**src/rtl/regfile_scoreboard.sv**
```systemverilog
// Register file with two combinational read ports, one write-back port and a
// per-register pending-write scoreboard. Optional bypass: REGFILE_BYPASS_EN.
module regfile_scoreboard #(
    parameter int DATA_W   = 32,
    parameter int ADDR_W   = 5,
    parameter int ZERO_REG = 1
) (
    input  logic              clk,
    input  logic              reset,
    input  logic [ADDR_W-1:0] ReadReg1,
    input  logic [ADDR_W-1:0] ReadReg2,
    output logic [DATA_W-1:0] ReadData1,
    output logic [DATA_W-1:0] ReadData2,
    output logic              Busy1,
    output logic              Busy2,
    input  logic              IssueValid,
    input  logic [ADDR_W-1:0] IssueReg,
    output logic              IssueReady,
    input  logic              RegWrite,
    input  logic [ADDR_W-1:0] WriteReg,
    input  logic [DATA_W-1:0] WriteData,
    output logic [ADDR_W:0]   PendingCount
);

    localparam int DEPTH = 1 << ADDR_W;
    localparam int CW    = ADDR_W + 1;

    logic [DATA_W-1:0] regs_q [DEPTH];
    logic [DEPTH-1:0]  pend_q;
    logic [DEPTH-1:0]  pend_d;
    logic [CW-1:0]     cnt_q;
    logic [CW-1:0]     cnt_d;

    logic r0_rd1;
    logic r0_rd2;
    logic r0_iss;
    logic r0_wr;
    logic wr_en;
    logic accept;
    logic set_en;
    logic clr_en;

    assign r0_rd1 = (ZERO_REG != 0) && (ReadReg1 == '0);
    assign r0_rd2 = (ZERO_REG != 0) && (ReadReg2 == '0);
    assign r0_iss = (ZERO_REG != 0) && (IssueReg == '0);
    assign r0_wr  = (ZERO_REG != 0) && (WriteReg == '0);

    // Reset also masks the write port so bypass cannot leak data during reset
    assign wr_en = RegWrite & reset & ~r0_wr;

    assign IssueReady = r0_iss | ~pend_q[IssueReg];
    assign accept     = IssueValid & IssueReady & reset;
    assign set_en     = accept & ~r0_iss;
    assign clr_en     = wr_en & pend_q[WriteReg];

    always_comb begin
        ReadData1 = regs_q[ReadReg1];
        Busy1     = pend_q[ReadReg1];
        if (r0_rd1) begin
            ReadData1 = '0;
            Busy1     = 1'b0;
        end
`ifdef REGFILE_BYPASS_EN
        if (wr_en && (WriteReg == ReadReg1)) begin
            ReadData1 = WriteData;
            Busy1     = 1'b0;
        end
`endif
    end

    always_comb begin
        ReadData2 = regs_q[ReadReg2];
        Busy2     = pend_q[ReadReg2];
        if (r0_rd2) begin
            ReadData2 = '0;
            Busy2     = 1'b0;
        end
`ifdef REGFILE_BYPASS_EN
        if (wr_en && (WriteReg == ReadReg2)) begin
            ReadData2 = WriteData;
            Busy2     = 1'b0;
        end
`endif
    end

    // A set and a clear never hit the same bit: issue needs it clear, clear needs it set
    always_comb begin
        pend_d = pend_q;
        if (clr_en) begin
            pend_d[WriteReg] = 1'b0;
        end
        if (set_en) begin
            pend_d[IssueReg] = 1'b1;
        end
        cnt_d = cnt_q + CW'(set_en) - CW'(clr_en);
    end

    always_ff @(posedge clk or negedge reset) begin
        if (!reset) begin
            for (int i = 0; i < DEPTH; i++) begin
                regs_q[i] <= '0;
            end
            pend_q <= '0;
            cnt_q  <= '0;
        end else begin
            if (wr_en) begin
                regs_q[WriteReg] <= WriteData;
            end
            pend_q <= pend_d;
            cnt_q  <= cnt_d;
        end
    end

    assign PendingCount = cnt_q;

endmodule

```
**config.mk**
```make
export PLATFORM = sky130hd
export DESIGN_NAME = regfile_scoreboard
export DESIGN_NICKNAME = d
export VERILOG_FILES = /design/src/rtl/regfile_scoreboard.sv
export SDC_FILE = /design/constraint.sdc
export NUM_CORES = 2
export LEC_CHECK = 0
export CAP_MARGIN = 10
export CORE_MARGIN = 10
export CORE_UTILIZATION = 37
export DETAILED_ROUTE_END_ITERATION = 12
export PLACE_DENSITY = 0.59
export SLEW_MARGIN = 20
export SYNTH_ARGS = -nofsm -noshare
export SYNTH_HDL_FRONTEND = slang
export SYNTH_SLANG_ARGS = --single-unit
```
**constraint.sdc**
```tcl
create_clock -name clk -period 3.2 [get_ports clk]
set_input_delay 0.64 -clock clk [delete_from_list [all_inputs] [get_ports clk]]
set_output_delay 0.64 -clock clk [all_outputs]
set_load 0.02 [all_outputs]
```
==> out/metrics.yaml <==
slowest_stage: "mux4_2"
arrival_ns: 2.58
avgSynthCellArea_um2: 16.0
rrSetupSlack_ns: 0.16
drt_first_pass_iters: 5
p_sw_share_pct: 26.7
ant_nets: 0
place_area_mm2: 0.0638
worstPathRequired_ns: 2.56
end_kind: "output port"
setup_ws_ns: -0.0153
wl_um: 173000
port_buffers: 128
min_to: "regs_q[995]"
grt_first_pass_wirelength_um: 259000
syn_to_final_growth_pct: 22.9
clkPwrFrac_pct: 37.3
grt_max_degree: 142
drt_iter0_markers: 2960
drv_slew: 0
mostFrequentLayoutCells: "1060 x dfrtp_1, 856 x mux2_2, 668 x mux4_2"
path_max_fanout: 8
syn_nets: 3609
synth_flop_cell: "dfrtp_1"
syn_area_mm2: 0.0567
die_x_um: 412
die_h_um: 412
combPwrFrac_pct: 20.2
seqPwrFrac_pct: 42.6
numCtsBuffers: 118
synth-edff-count: 0
fillers: 13179
skew_ns: 0.0503
htreeDepth: 3
cp_top_family: "multiplexers"
synth-seq-cells: 1062
cts_root_buffer: "clkbuf_16"
timing.fmax_mhz: 311
place_congestion: 0.816
r2r_end: "PendingCount[4]"
routedWlPerCell_um: 29.1
ir_drop_v: 0.000521
grt_pass1_vias: 37076
total_power_mw: 38.8
violations: "setup timing"
path_class: "in -> out"
clk_pin_slew_ns: 0.06
start_util_pct: 37.3
p_switching_mw: 10.4
grtUsageTotal_pct: 20.4
clock_sinks: 1062
synth_cell_types: 49
dieArea_mm2: 0.169
final-setup-viol-count: 2
cap_violations: 0
r2r_cells: 13
cpMostUsedCell: "mux4_2"
vias: 34841
seq_area_frac_synth_pct: 46.9
leakagePower_nw: 30.7
post-place-ws_ns: -0.766
worst_slew_pin_slew_ns: 1.06
post-route-period-util_pct: 100
r2r-start: "pend_q[7]"
critPathLaunch: "ReadReg2[0]"
hold_start: "regs_q[995]"
layout_commonest_cell: "dfrtp_1"
seqCellArea_mm2: 0.0266
viasPerCell: 5.86
rows: 143
clk_latency_ns: 0.75
p_per_area_mw_per_mm2: 557
cts_buffer_depth: 3
multi_input_area_mm2: 0.0289
cp_slowest_stage_delay_ns: 0.51
drc: 0
syn_inst: 3546
cp-start-kind: "input pin"
worstPathCellList: "buf_16 > bufbuf_16 > buf_12 > mux4_2 > mux4_2 > inv_1 > o21ai_1 > buf_4"
grt.overflow.total: 0
hold_viol: 0
rsz0062_at_grt: "true"
final_area_mm2: 0.0697
io_pins: 129
min_period_ns: 3.22
slew_headroom_pct: 28.9
drive_gt1_share_pct: 61.6
cts_tree: "yes"
status: "finished, violations left"
p_int_mw: 28.5
yosys_warnings: 0
path_buf_inv: 5
hpwl_um: 111000
async_reset_ff_share_pct: 100
nNetsFinal: 3886
hold_class: "reg -> reg"
antenna_found_initial: 4
holdPathStages: 0
whs_ns: 0.391
core_area_mm2: 0.152
area by class of cell:
class	instances	share of cell area, %
Multi-Input combinational cell	1976	41.4
Antenna cell	2	0.00718
Sequential cell	1062	38.1
Inverter	102	0.549
Tap cell	2030	3.64
Clock buffer	163	4.87
Timing Repair Buffer	563	10.3
Clock inverter	50	1.04
worst max path at each step:
stage,depth (start not counted),endpoint
after global routing,9,Busy2
final,8,ReadData2[16]
after floorplan,14,PendingCount[4]
after CTS,5,ReadData2[21]
after global placement,15,PendingCount[4]
after detailed placement,15,PendingCount[4]
flip-flops by register name (all words and copies together) (netlist names):
signal,flops
PendingCount,6
pend_q,32
regs_q,1024
cells by family after synthesis:
family                     count (synthesis)  share of synthesized area [%]
muxes                                   1676                           46.5
DFF                                     1062                           46.9
xor gates and xnor gates                   5                         0.0772
and+or+nand+nor                          169                           1.41
adders and majority gates                  7                          0.168
buffers and inverters                    508                           3.62
AOI/OAI and AO/OA                        119                           1.36
per-layer routing:
| metal | track usage [%] | part of all wire [%] | vias to the layer above |
|---|---|---|---|
| met5 | 0 | 0.0058 | - |
| met1 | 28.7 | 44 | 19269 |
| met4 | 6.11 | 2.9 | 2 |
| met2 | 32.7 | 48 | 940 |
| met3 | 3.18 | 5.4 | 274 |
| li1 | - | - | 14356 |
cells in the mapped netlist, drive strengths merged, types with 4 or more instances:
cell type | number | area [um2]
o21ai | 70 | 350
nor2 | 20 | 75.1
dfrtp | 1062 | 26600
mux2 | 993 | 11200
nand3 | 9 | 45.0
o221ai | 5 | 43.8
or3 | 5 | 31.3
nor4 | 4 | 25.0
ha | 6 | 75.1
nand2 | 92 | 345
inv | 102 | 383
a22oi | 5 | 42.5
nor3 | 8 | 45.0
a22o | 8 | 70.1
xnor2 | 5 | 43.8
mux2i | 15 | 150
nand3b | 7 | 52.6
or3b | 6 | 52.6
clkbuf | 208 | 781
mux4 | 668 | 15000
nor2b | 4 | 25.0
o22ai | 16 | 150
buf | 198 | 891
o2bb2ai | 4 | 35.0
worst register-to-register path: stages (launching register included):
cell and delay [ns]:
dfrtp_1 0.44, mux4_2 0.51, a22oi_2 0.21, nand4_1 0.14, or3b_1 0.38, ha_2 0.26, inv_1 0.05, ha_2 0.17
inv_2 0.04, fa_2 0.33, inv_1 0.06, a21o_1 0.11, a21oi_2 0.05, xnor2_1 0.12
per-stage QoR:
step | setup TNS [ns] | util, % | instances
floorplan | -0.0342 | - | 3546
global placement | -37.87 | 42.0 | 5656
detailed placement | -37.68 | 42.0 | 5656
CTS | -0.830 | 45.6 | 5931
global route | -0.412 | 45.8 | 5947
finish | -0.0262 | 45.8 | 5948
power by group through the flow:
stage                     Sequential [mW]  Clock [mW]  Combinational, mW
after global routing                 16.8        15.3               8.39
final                                16.5        14.5               7.83
after global placement               16.6           0               7.41
after floorplan                      16.3           0               5.07
after detailed placement             16.7           0               7.51
after CTS                            16.5        14.8               7.80
repair_timing:
action                                  4_1_cts  5_1_grt
setup buffers                                47       17
endpoints found under the hold margin        67        0
hold buffers                                  1        0
cloned                                       16        4
pin swaps                                     7        3
resized for setup                           493       91
endpoints found under the setup margin       68       50
Note: power is estimated with default switching activity, not from simulation.
